==> config.mk <==
export PLATFORM = sky130hd
export DESIGN_NAME = fetch_redirect_unit
export DESIGN_NICKNAME = d
export VERILOG_FILES = /design/src/rtl/core_pkg.sv /design/src/rtl/fetch_queue.sv /design/src/rtl/fetch_redirect_unit.sv
export SDC_FILE = /design/constraint.sdc
export NUM_CORES = 1
export LEC_CHECK = 0
export CORE_MARGIN = 2
export CORE_UTILIZATION = 52
export DETAILED_ROUTE_END_ITERATION = 16
export PLACE_DENSITY = 0.79
export SLEW_MARGIN = 30
export SYNTH_ARGS = -nofsm -noshare
export SYNTH_HDL_FRONTEND = slang
export SYNTH_SLANG_ARGS = --single-unit
export TNS_END_PERCENT = 30
==> constraint.sdc <==
create_clock -name clk -period 7.4 [get_ports clk]
set_clock_uncertainty 0.2 [all_clocks]
set_input_delay 2.22 -clock clk [delete_from_list [all_inputs] [get_ports clk]]
set_output_delay 2.22 -clock clk [all_outputs]
set_load 0.01 [all_outputs]
==> src/rtl/core_pkg.sv <==
// Shared core definitions: ISA widths, opcode constants, reset vector and the
// fetch packet handed from the front end to decode.
package core_pkg;

  localparam int XLEN = 32;
  localparam int ILEN = 32;

  localparam logic [6:0] OP_RTYPE  = 7'b0110011;
  localparam logic [6:0] OP_BRANCH = 7'b1100011;
  localparam logic [6:0] OP_CUSTOM = 7'b0001011;

  localparam logic [XLEN-1:0] RESET_PC_DEFAULT = 32'h0000_0000;

  typedef struct packed {
    logic [XLEN-1:0] pc;
    logic [ILEN-1:0] instr;
  } fetch_pkt_t;

  typedef enum logic {
    FETCH_RUN,
    FETCH_HALT
  } fetch_state_e;

endpackage

==> src/rtl/fetch_queue.sv <==
// Small synchronous FIFO with push/pop/flush and an occupancy count.
// Flush takes priority over a same-cycle push or pop.
module fetch_queue #(
  parameter int DEPTH = 2,
  parameter int WIDTH = 32,
  parameter int CNT_W = 2
) (
  input  logic             clk,
  input  logic             rst,
  input  logic             push,
  input  logic [WIDTH-1:0] push_data,
  input  logic             pop,
  input  logic             flush,
  output logic [WIDTH-1:0] pop_data,
  output logic [CNT_W-1:0] count,
  output logic             empty
);

  localparam int PTR_W = (DEPTH > 1) ? $clog2(DEPTH) : 1;

  logic [WIDTH-1:0] mem_q [DEPTH];
  logic [WIDTH-1:0] mem_d [DEPTH];
  logic [PTR_W-1:0] wr_ptr_q, wr_ptr_d;
  logic [PTR_W-1:0] rd_ptr_q, rd_ptr_d;
  logic [CNT_W-1:0] count_q, count_d;
  logic             full;

  function automatic logic [PTR_W-1:0] ptr_inc(input logic [PTR_W-1:0] p);
    return (p == PTR_W'(DEPTH - 1)) ? '0 : p + PTR_W'(1);
  endfunction

  assign full     = (count_q == CNT_W'(DEPTH));
  assign empty    = (count_q == '0);
  assign count    = count_q;
  assign pop_data = mem_q[rd_ptr_q];

  always_comb begin
    mem_d    = mem_q;
    wr_ptr_d = wr_ptr_q;
    rd_ptr_d = rd_ptr_q;
    count_d  = count_q;
    if (flush) begin
      wr_ptr_d = '0;
      rd_ptr_d = '0;
      count_d  = '0;
    end else begin
      if (push) begin
        mem_d[wr_ptr_q] = push_data;
        wr_ptr_d        = ptr_inc(wr_ptr_q);
      end
      if (pop) begin
        rd_ptr_d = ptr_inc(rd_ptr_q);
      end
      case ({push, pop})
        2'b10:   count_d = count_q + CNT_W'(1);
        2'b01:   count_d = count_q - CNT_W'(1);
        default: count_d = count_q;
      endcase
    end
  end

  always_ff @(posedge clk) begin
    if (rst) begin
      wr_ptr_q <= '0;
      rd_ptr_q <= '0;
      count_q  <= '0;
    end else begin
      wr_ptr_q <= wr_ptr_d;
      rd_ptr_q <= rd_ptr_d;
      count_q  <= count_d;
    end
  end

  // Payload storage carries no reset; only pointers and count define validity.
  always_ff @(posedge clk) begin
    mem_q <= mem_d;
  end

  a_no_overflow: assert property (@(posedge clk) disable iff (rst)
    !(push && !pop && !flush && full));
  a_no_underflow: assert property (@(posedge clk) disable iff (rst)
    !(pop && !flush && empty));

endmodule

==> src/rtl/fetch_redirect_unit.sv <==
// Instruction-fetch front end: credit-limited in-order fetch, branch redirect
// with wrong-path squash, and a small queue feeding decode.
module fetch_redirect_unit
  import core_pkg::*;
#(
  parameter logic [XLEN-1:0] RESET_PC    = RESET_PC_DEFAULT,
  parameter int              QUEUE_DEPTH = 2,
  parameter int              CNT_W       = 2
) (
  input  logic            clk,
  input  logic            rst,
  output logic            imem_req_valid,
  input  logic            imem_req_ready,
  output logic [XLEN-1:0] imem_req_addr,
  input  logic            imem_rsp_valid,
  input  logic [ILEN-1:0] imem_rsp_data,
  input  logic            redirect_valid,
  input  logic [XLEN-1:0] redirect_target,
  output logic            id_valid,
  input  logic            id_ready,
  output logic [ILEN-1:0] id_instr,
  output logic [XLEN-1:0] id_pc,
  output logic            misalign_err
);

  fetch_state_e    state_q, state_d;
  logic [XLEN-1:0] fetch_pc_q, fetch_pc_d;
  logic [CNT_W-1:0] outstanding_q, outstanding_d;
  logic [CNT_W-1:0] drop_q, drop_d;
  logic            misalign_q, misalign_d;

  logic [CNT_W-1:0] iq_count, pcq_count;
  logic             iq_empty, pcq_empty;
  fetch_pkt_t       iq_head, iq_wdata;
  logic [XLEN-1:0]  pcq_head;
  logic [CNT_W:0]   credit_used;
  logic             req_fire, rsp_keep, id_fire, redirect_misaligned;

  // Outstanding requests plus queued words may never exceed the queue depth,
  // which is what guarantees every kept response finds a free slot.
  assign credit_used    = {1'b0, outstanding_q} + {1'b0, iq_count};
  assign imem_req_valid = !rst && (state_q == FETCH_RUN) && !redirect_valid &&
                          (credit_used < (CNT_W+1)'(QUEUE_DEPTH));
  assign imem_req_addr  = fetch_pc_q;
  assign req_fire       = imem_req_valid && imem_req_ready;

  assign redirect_misaligned = redirect_valid && (redirect_target[1:0] != 2'b00);
  assign rsp_keep            = imem_rsp_valid && (drop_q == '0) && !redirect_valid;

  assign id_valid     = !iq_empty && !redirect_valid;
  assign id_fire      = id_valid && id_ready;
  assign id_pc        = iq_head.pc;
  assign id_instr     = iq_head.instr;
  assign misalign_err = misalign_q;

  assign iq_wdata = '{pc: pcq_head, instr: imem_rsp_data};

  always_comb begin
    state_d       = state_q;
    fetch_pc_d    = fetch_pc_q;
    outstanding_d = outstanding_q;
    drop_d        = drop_q;
    misalign_d    = misalign_q;

    case ({req_fire, imem_rsp_valid})
      2'b10:   outstanding_d = outstanding_q + CNT_W'(1);
      2'b01:   outstanding_d = outstanding_q - CNT_W'(1);
      default: outstanding_d = outstanding_q;
    endcase

    // Everything still in flight after this cycle belongs to the wrong path.
    if (redirect_valid) begin
      fetch_pc_d = redirect_target;
      drop_d     = outstanding_d;
      if (redirect_misaligned) begin
        state_d    = FETCH_HALT;
        misalign_d = 1'b1;
      end
    end else begin
      if (req_fire) begin
        fetch_pc_d = fetch_pc_q + 32'd4;
      end
      if (imem_rsp_valid && (drop_q != '0)) begin
        drop_d = drop_q - CNT_W'(1);
      end
    end
  end

  always_ff @(posedge clk) begin
    if (rst) begin
      state_q       <= FETCH_RUN;
      fetch_pc_q    <= RESET_PC;
      outstanding_q <= '0;
      drop_q        <= '0;
      misalign_q    <= 1'b0;
    end else begin
      state_q       <= state_d;
      fetch_pc_q    <= fetch_pc_d;
      outstanding_q <= outstanding_d;
      drop_q        <= drop_d;
      misalign_q    <= misalign_d;
    end
  end

  fetch_queue #(
    .DEPTH (QUEUE_DEPTH),
    .WIDTH ($bits(fetch_pkt_t)),
    .CNT_W (CNT_W)
  ) u_instr_queue (
    .clk       (clk),
    .rst       (rst),
    .push      (rsp_keep),
    .push_data (iq_wdata),
    .pop       (id_fire),
    .flush     (redirect_valid),
    .pop_data  (iq_head),
    .count     (iq_count),
    .empty     (iq_empty)
  );

  // PCs of in-flight requests; never flushed so squashed responses still pop.
  fetch_queue #(
    .DEPTH (QUEUE_DEPTH),
    .WIDTH (XLEN),
    .CNT_W (CNT_W)
  ) u_pc_fifo (
    .clk       (clk),
    .rst       (rst),
    .push      (req_fire),
    .push_data (fetch_pc_q),
    .pop       (imem_rsp_valid),
    .flush     (1'b0),
    .pop_data  (pcq_head),
    .count     (pcq_count),
    .empty     (pcq_empty)
  );

  a_outstanding_tracks_fifo: assert property (@(posedge clk) disable iff (rst)
    pcq_count == outstanding_q);
  a_rsp_has_request: assert property (@(posedge clk) disable iff (rst)
    !(imem_rsp_valid && pcq_empty));

endmodule

==> impl_summary.log <==
[metrics] hold path start: imem_req_addr[1]
[metrics] min-delay worst type: reg2reg
[metrics] number of top-level pins: approximately 170
[metrics] count of cell types in the netlist: 45
[metrics] unrepaired setup endpoints after global routing: false
[metrics] clock transition at the register clock pins on the worst setup and hold paths after CTS: around 0.05 ns
[metrics] ratio of cells with drive above 1 in the final layout: 0.190
[metrics] Worst R2R End: u_pc_fifo.mem_q[6]
[metrics] vias in the first global route: 5538
[metrics] area of the die: 19000 µm²
[metrics] Synth Flop Type: edfxtp_1
[metrics] number of enable flip-flop cells after synthesis: between 150 and 200
[metrics] CTS Buf Count: 23
[metrics] sequential element share of the synthesized area: 0.712
[metrics] count of endpoints failing setup in the final report: 0
[metrics] antenna cell count: 0
[metrics] aggregate routed wire length: roughly 19000 µm
[metrics] global-route wire length before repair: around 28000 µm
[metrics] number of I/O port buffers: 168
[metrics] Total Negative Setup Slacks: 0 ns
[metrics] quantity of hold-fixing buffers added after cts: 0
[metrics] Pre-Repair DR Iteration Count: 5
[metrics] grt ovf: 0
[metrics] root buf cell: clkbuf_16
[metrics] Layout fillers: around 1100
[metrics] last weighted congestion value of the routability-driven placer: a little over 0.8
[metrics] part of the total power dissipated in combinational logic: 0.095
[metrics] worst reg2reg path depth: 7
[metrics] wire per inst: between 15 and 20 µm
[metrics] share of total power in sequential cells: 0.518
[metrics] Net Count, Synth: between 600 and 700
[metrics] Iter 0 DRT Violations: 394
[metrics] clock sink total: between 200 and 250
[metrics] share of total power in the clock network: 0.387
[metrics] total of warnings raised by yosys: 0
[metrics] number of antenna violations at the first check in global routing: 0
[metrics] internal power: 2.34 mW
[metrics] effective utilization at floorplan: 0.534
[metrics] terminating pin of the worst hold path: u_pc_fifo.mem_q[33]
[metrics] x dimension of the die: between 100 and 150 µm
[metrics] crit-path most repeated cell: clkdlybuf4s50_1
[metrics] detailed-route via count: between 5000 and 6000
[metrics] Total GRT Usage: 0.192
[metrics] delay of the slowest cell on the worst path: just under 0.6 ns
[metrics] fmax: about 160 MHz
[metrics] max-cap violations: 0
[metrics] final HPWL from detailed placement: around 12000 µm
[metrics] internal reg-to-reg setup slack: 3.80 ns
[metrics] slew margin rel.: 0.366
[metrics] mean number of vias per cell: 5.45
[metrics] area of the multi-input gates: 2560 µm²
[metrics] Crit. End Element: primary output
[metrics] cell-by-cell listing of the critical path: clkdlybuf4s50_1, or2_2, nor4_1, clkdlybuf4s50_1
[metrics] total leakage power: approximately 4 nW
[metrics] Hold WS: 0.300 ns
[metrics] insertion delay to the later sink of the worst-skew pair: around 0.50 ns
[metrics] result of the run: finished, final reports clean
[metrics] async set-or-reset flop fraction in the synthesized netlist: 0
[metrics] maximum ir drop on the vdd rail: 167 µV
[metrics] startpoint of the lowest-slack register-to-register path: u_instr_queue.count[0]
[metrics] largest net degree at the start of global routing: 66
[metrics] Cells after Synth: 599
[metrics] signal arrival time at the worst endpoint: 3.76 ns
[metrics] average cell area after synthesis: around 16 µm²
[metrics] Setup CP Type: in2out
[metrics] area added between synthesis and finish: 29.2%
[metrics] post-synthesis register bit count: roughly 240
[metrics] final net count: 849
[metrics] number of remaining DRC errors: 0
[metrics] crit path launch type: primary input
[metrics] Pwr per Cell Area: around 250 nW/µm²
[metrics] post-detailed-route count of antenna-violating nets: 0
[metrics] maximum number of buffers from clock root to sink: 3
[metrics] overall die height: 138 µm
[metrics] number of H-tree branching levels: 1
[metrics] WHS Path Cells: 0
[metrics] total of cells resized after clock tree synthesis: 0
[metrics] site row count: 48
[metrics] clock tree from TritonCTS: built
[metrics] min Tclk post-route: roughly 6.2 ns
[metrics] Slowest-stage cell, CP: clkdlybuf4s50_1
[metrics] critical-path maximum fanout: 6
[metrics] required time reported for the critical path endpoint: 4.98 ns
[metrics] max-slew violation count: 0
[metrics] final hold violation count: 0
[metrics] sw frac: 0.207
[metrics] Core Region: around 17000 µm²
[metrics] cell area after synthesis: about 9300 µm²
[metrics] switching power total: just over 0.6 mW
[metrics] Slew @ Worst Pin: ~0.95 ns
[metrics] fraction of the cycle the final worst path needs: 0.836
[metrics] number of setup buffers added after CTS: 0
[metrics] sequential cell area: between 6000 and 7000 µm²
==> sequential cells by signal, summed over array words and instances (netlist names) <==
register,flops
u_instr_queue.mem_q,128
u_pc_fifo.mem_q,64
imem_req_addr,32
drop_q,2
outstanding_q,2
u_instr_queue.count,2
misalign_err,1
u_instr_queue.rd_ptr_q,1
u_instr_queue.wr_ptr_q,1
u_pc_fifo.rd_ptr_q,1
u_pc_fifo.wr_ptr_q,1
==> power groups by stage <==
stage	Clock, mW	Combinational, mW	Sequential [mW]
6_report	1.14	0.280	1.53
5_1_grt	1.21	0.302	1.54
4_1_cts	1.17	0.281	1.53
3_5_place_dp	0	0.279	1.56
3_3_place_gp	0	0.272	1.55
2_1_floorplan	0	0.137	1.55
==> worst max-delay path by stage <==
stage / start / end / cells after the start
3_3_place_gp: rst / imem_req_valid / 4
4_1_cts: rst / imem_req_valid / 4
5_1_grt: redirect_valid / imem_req_valid / 4
2_1_floorplan: redirect_valid / u_instr_queue.mem_q[0] / 5
3_5_place_dp: rst / imem_req_valid / 4
6_report: rst / imem_req_valid / 4
==> layout by cell type, fill, tap and decap left out, types with 2 or more instances in the layout <==
master and count:
clkdlybuf4s50_1 168, nand3_1 13, xor2_1 20, or4_1 2, clkinv_1 3, mux2i_1 7, o22ai_1 4, a21oi_1 16
and2_1 4, nor2_4 4, bufinv_16 3, a31oi_1 2, mux2_2 96, edfxtp_1 192, nor4_1 7, a211oi_1 11
ha_1 4, clkinvlp_4 3, nor4_4 2, or3_1 3, nor3_1 8, xnor2_1 14, inv_1 10, clkbuf_8 2
o21ai_0 4, clkbuf_16 23, clkbuf_1 6, buf_4 7, and3_1 5, dfxtp_1 42, nand2_1 29, nand4_1 14
nor2_1 43
==> cells by family after synthesis <==
family	Yosys count	synth area share
flops	235	0.712
simple gates	142	0.0796
mux	103	0.124
compound gates	43	0.0292
buf+inv	37	0.0163
xor+xnor	34	0.0320
fa+ha+maj	5	0.00753
==> critical path, delay by kind of cell <==
family | cells | cell delay, ns
buf+inv | 2 | 0.99
simple gates | 2 | 0.55
==> metal layers <==
layer / wire [µm] / up-vias / track usage
met1: 7730 / 2685 / 0.249
met2: 9240 / 220 / 0.335
met3: 1430 / 17 / 0.0375
li1: - / 2607 / -
met5: 0 / - / 0
met4: 210 / 0 / 0.0465
==> stage by stage <==
step | power [mW] | instances | area (µm²) | util | worst slack (ns)
6_report | 2.95 | 1015 | 12000 | 0.690 | 1.22
2_1_floorplan | 1.69 | 599 | 9310 | - | 1.07
3_3_place_gp | 1.83 | 973 | 11200 | 0.646 | 1.20
3_5_place_dp | 1.84 | 973 | 11200 | 0.646 | 1.22
4_1_cts | 2.98 | 1014 | 12000 | 0.689 | 1.19
5_1_grt | 3.05 | 1015 | 12000 | 0.690 | 1.11
==> synth_stat cells (5+ instances only) <==
cell / count / area (µm²)
mux2_2: 96 / 1080
xnor2_1: 14 / 123
clkbuf_1: 19 / 71.3
and3_1: 5 / 31.3
nor4_1: 7 / 43.8
a21oi_1: 16 / 80.1
nand3_1: 13 / 65.1
nor3_1: 8 / 40.0
nor2_1: 47 / 176
nand4_1: 14 / 87.6
inv_1: 10 / 37.5
edfxtp_1: 192 / 5770
a211oi_1: 11 / 82.6
mux2i_1: 7 / 70.1
nand2_1: 29 / 109
xor2_1: 20 / 175
dfxtp_1: 43 / 861
==> area by class of cell <==
class	count	share of cell area
sequential	235	0.551
inverter	11	0.00343
timing repair buffer	176	0.146
tap	225	0.0234
clock buffer	31	0.0520
clock inverter	10	0.0107
multi-input combinational	327	0.213
Note: power is estimated with default switching activity, not from simulation.
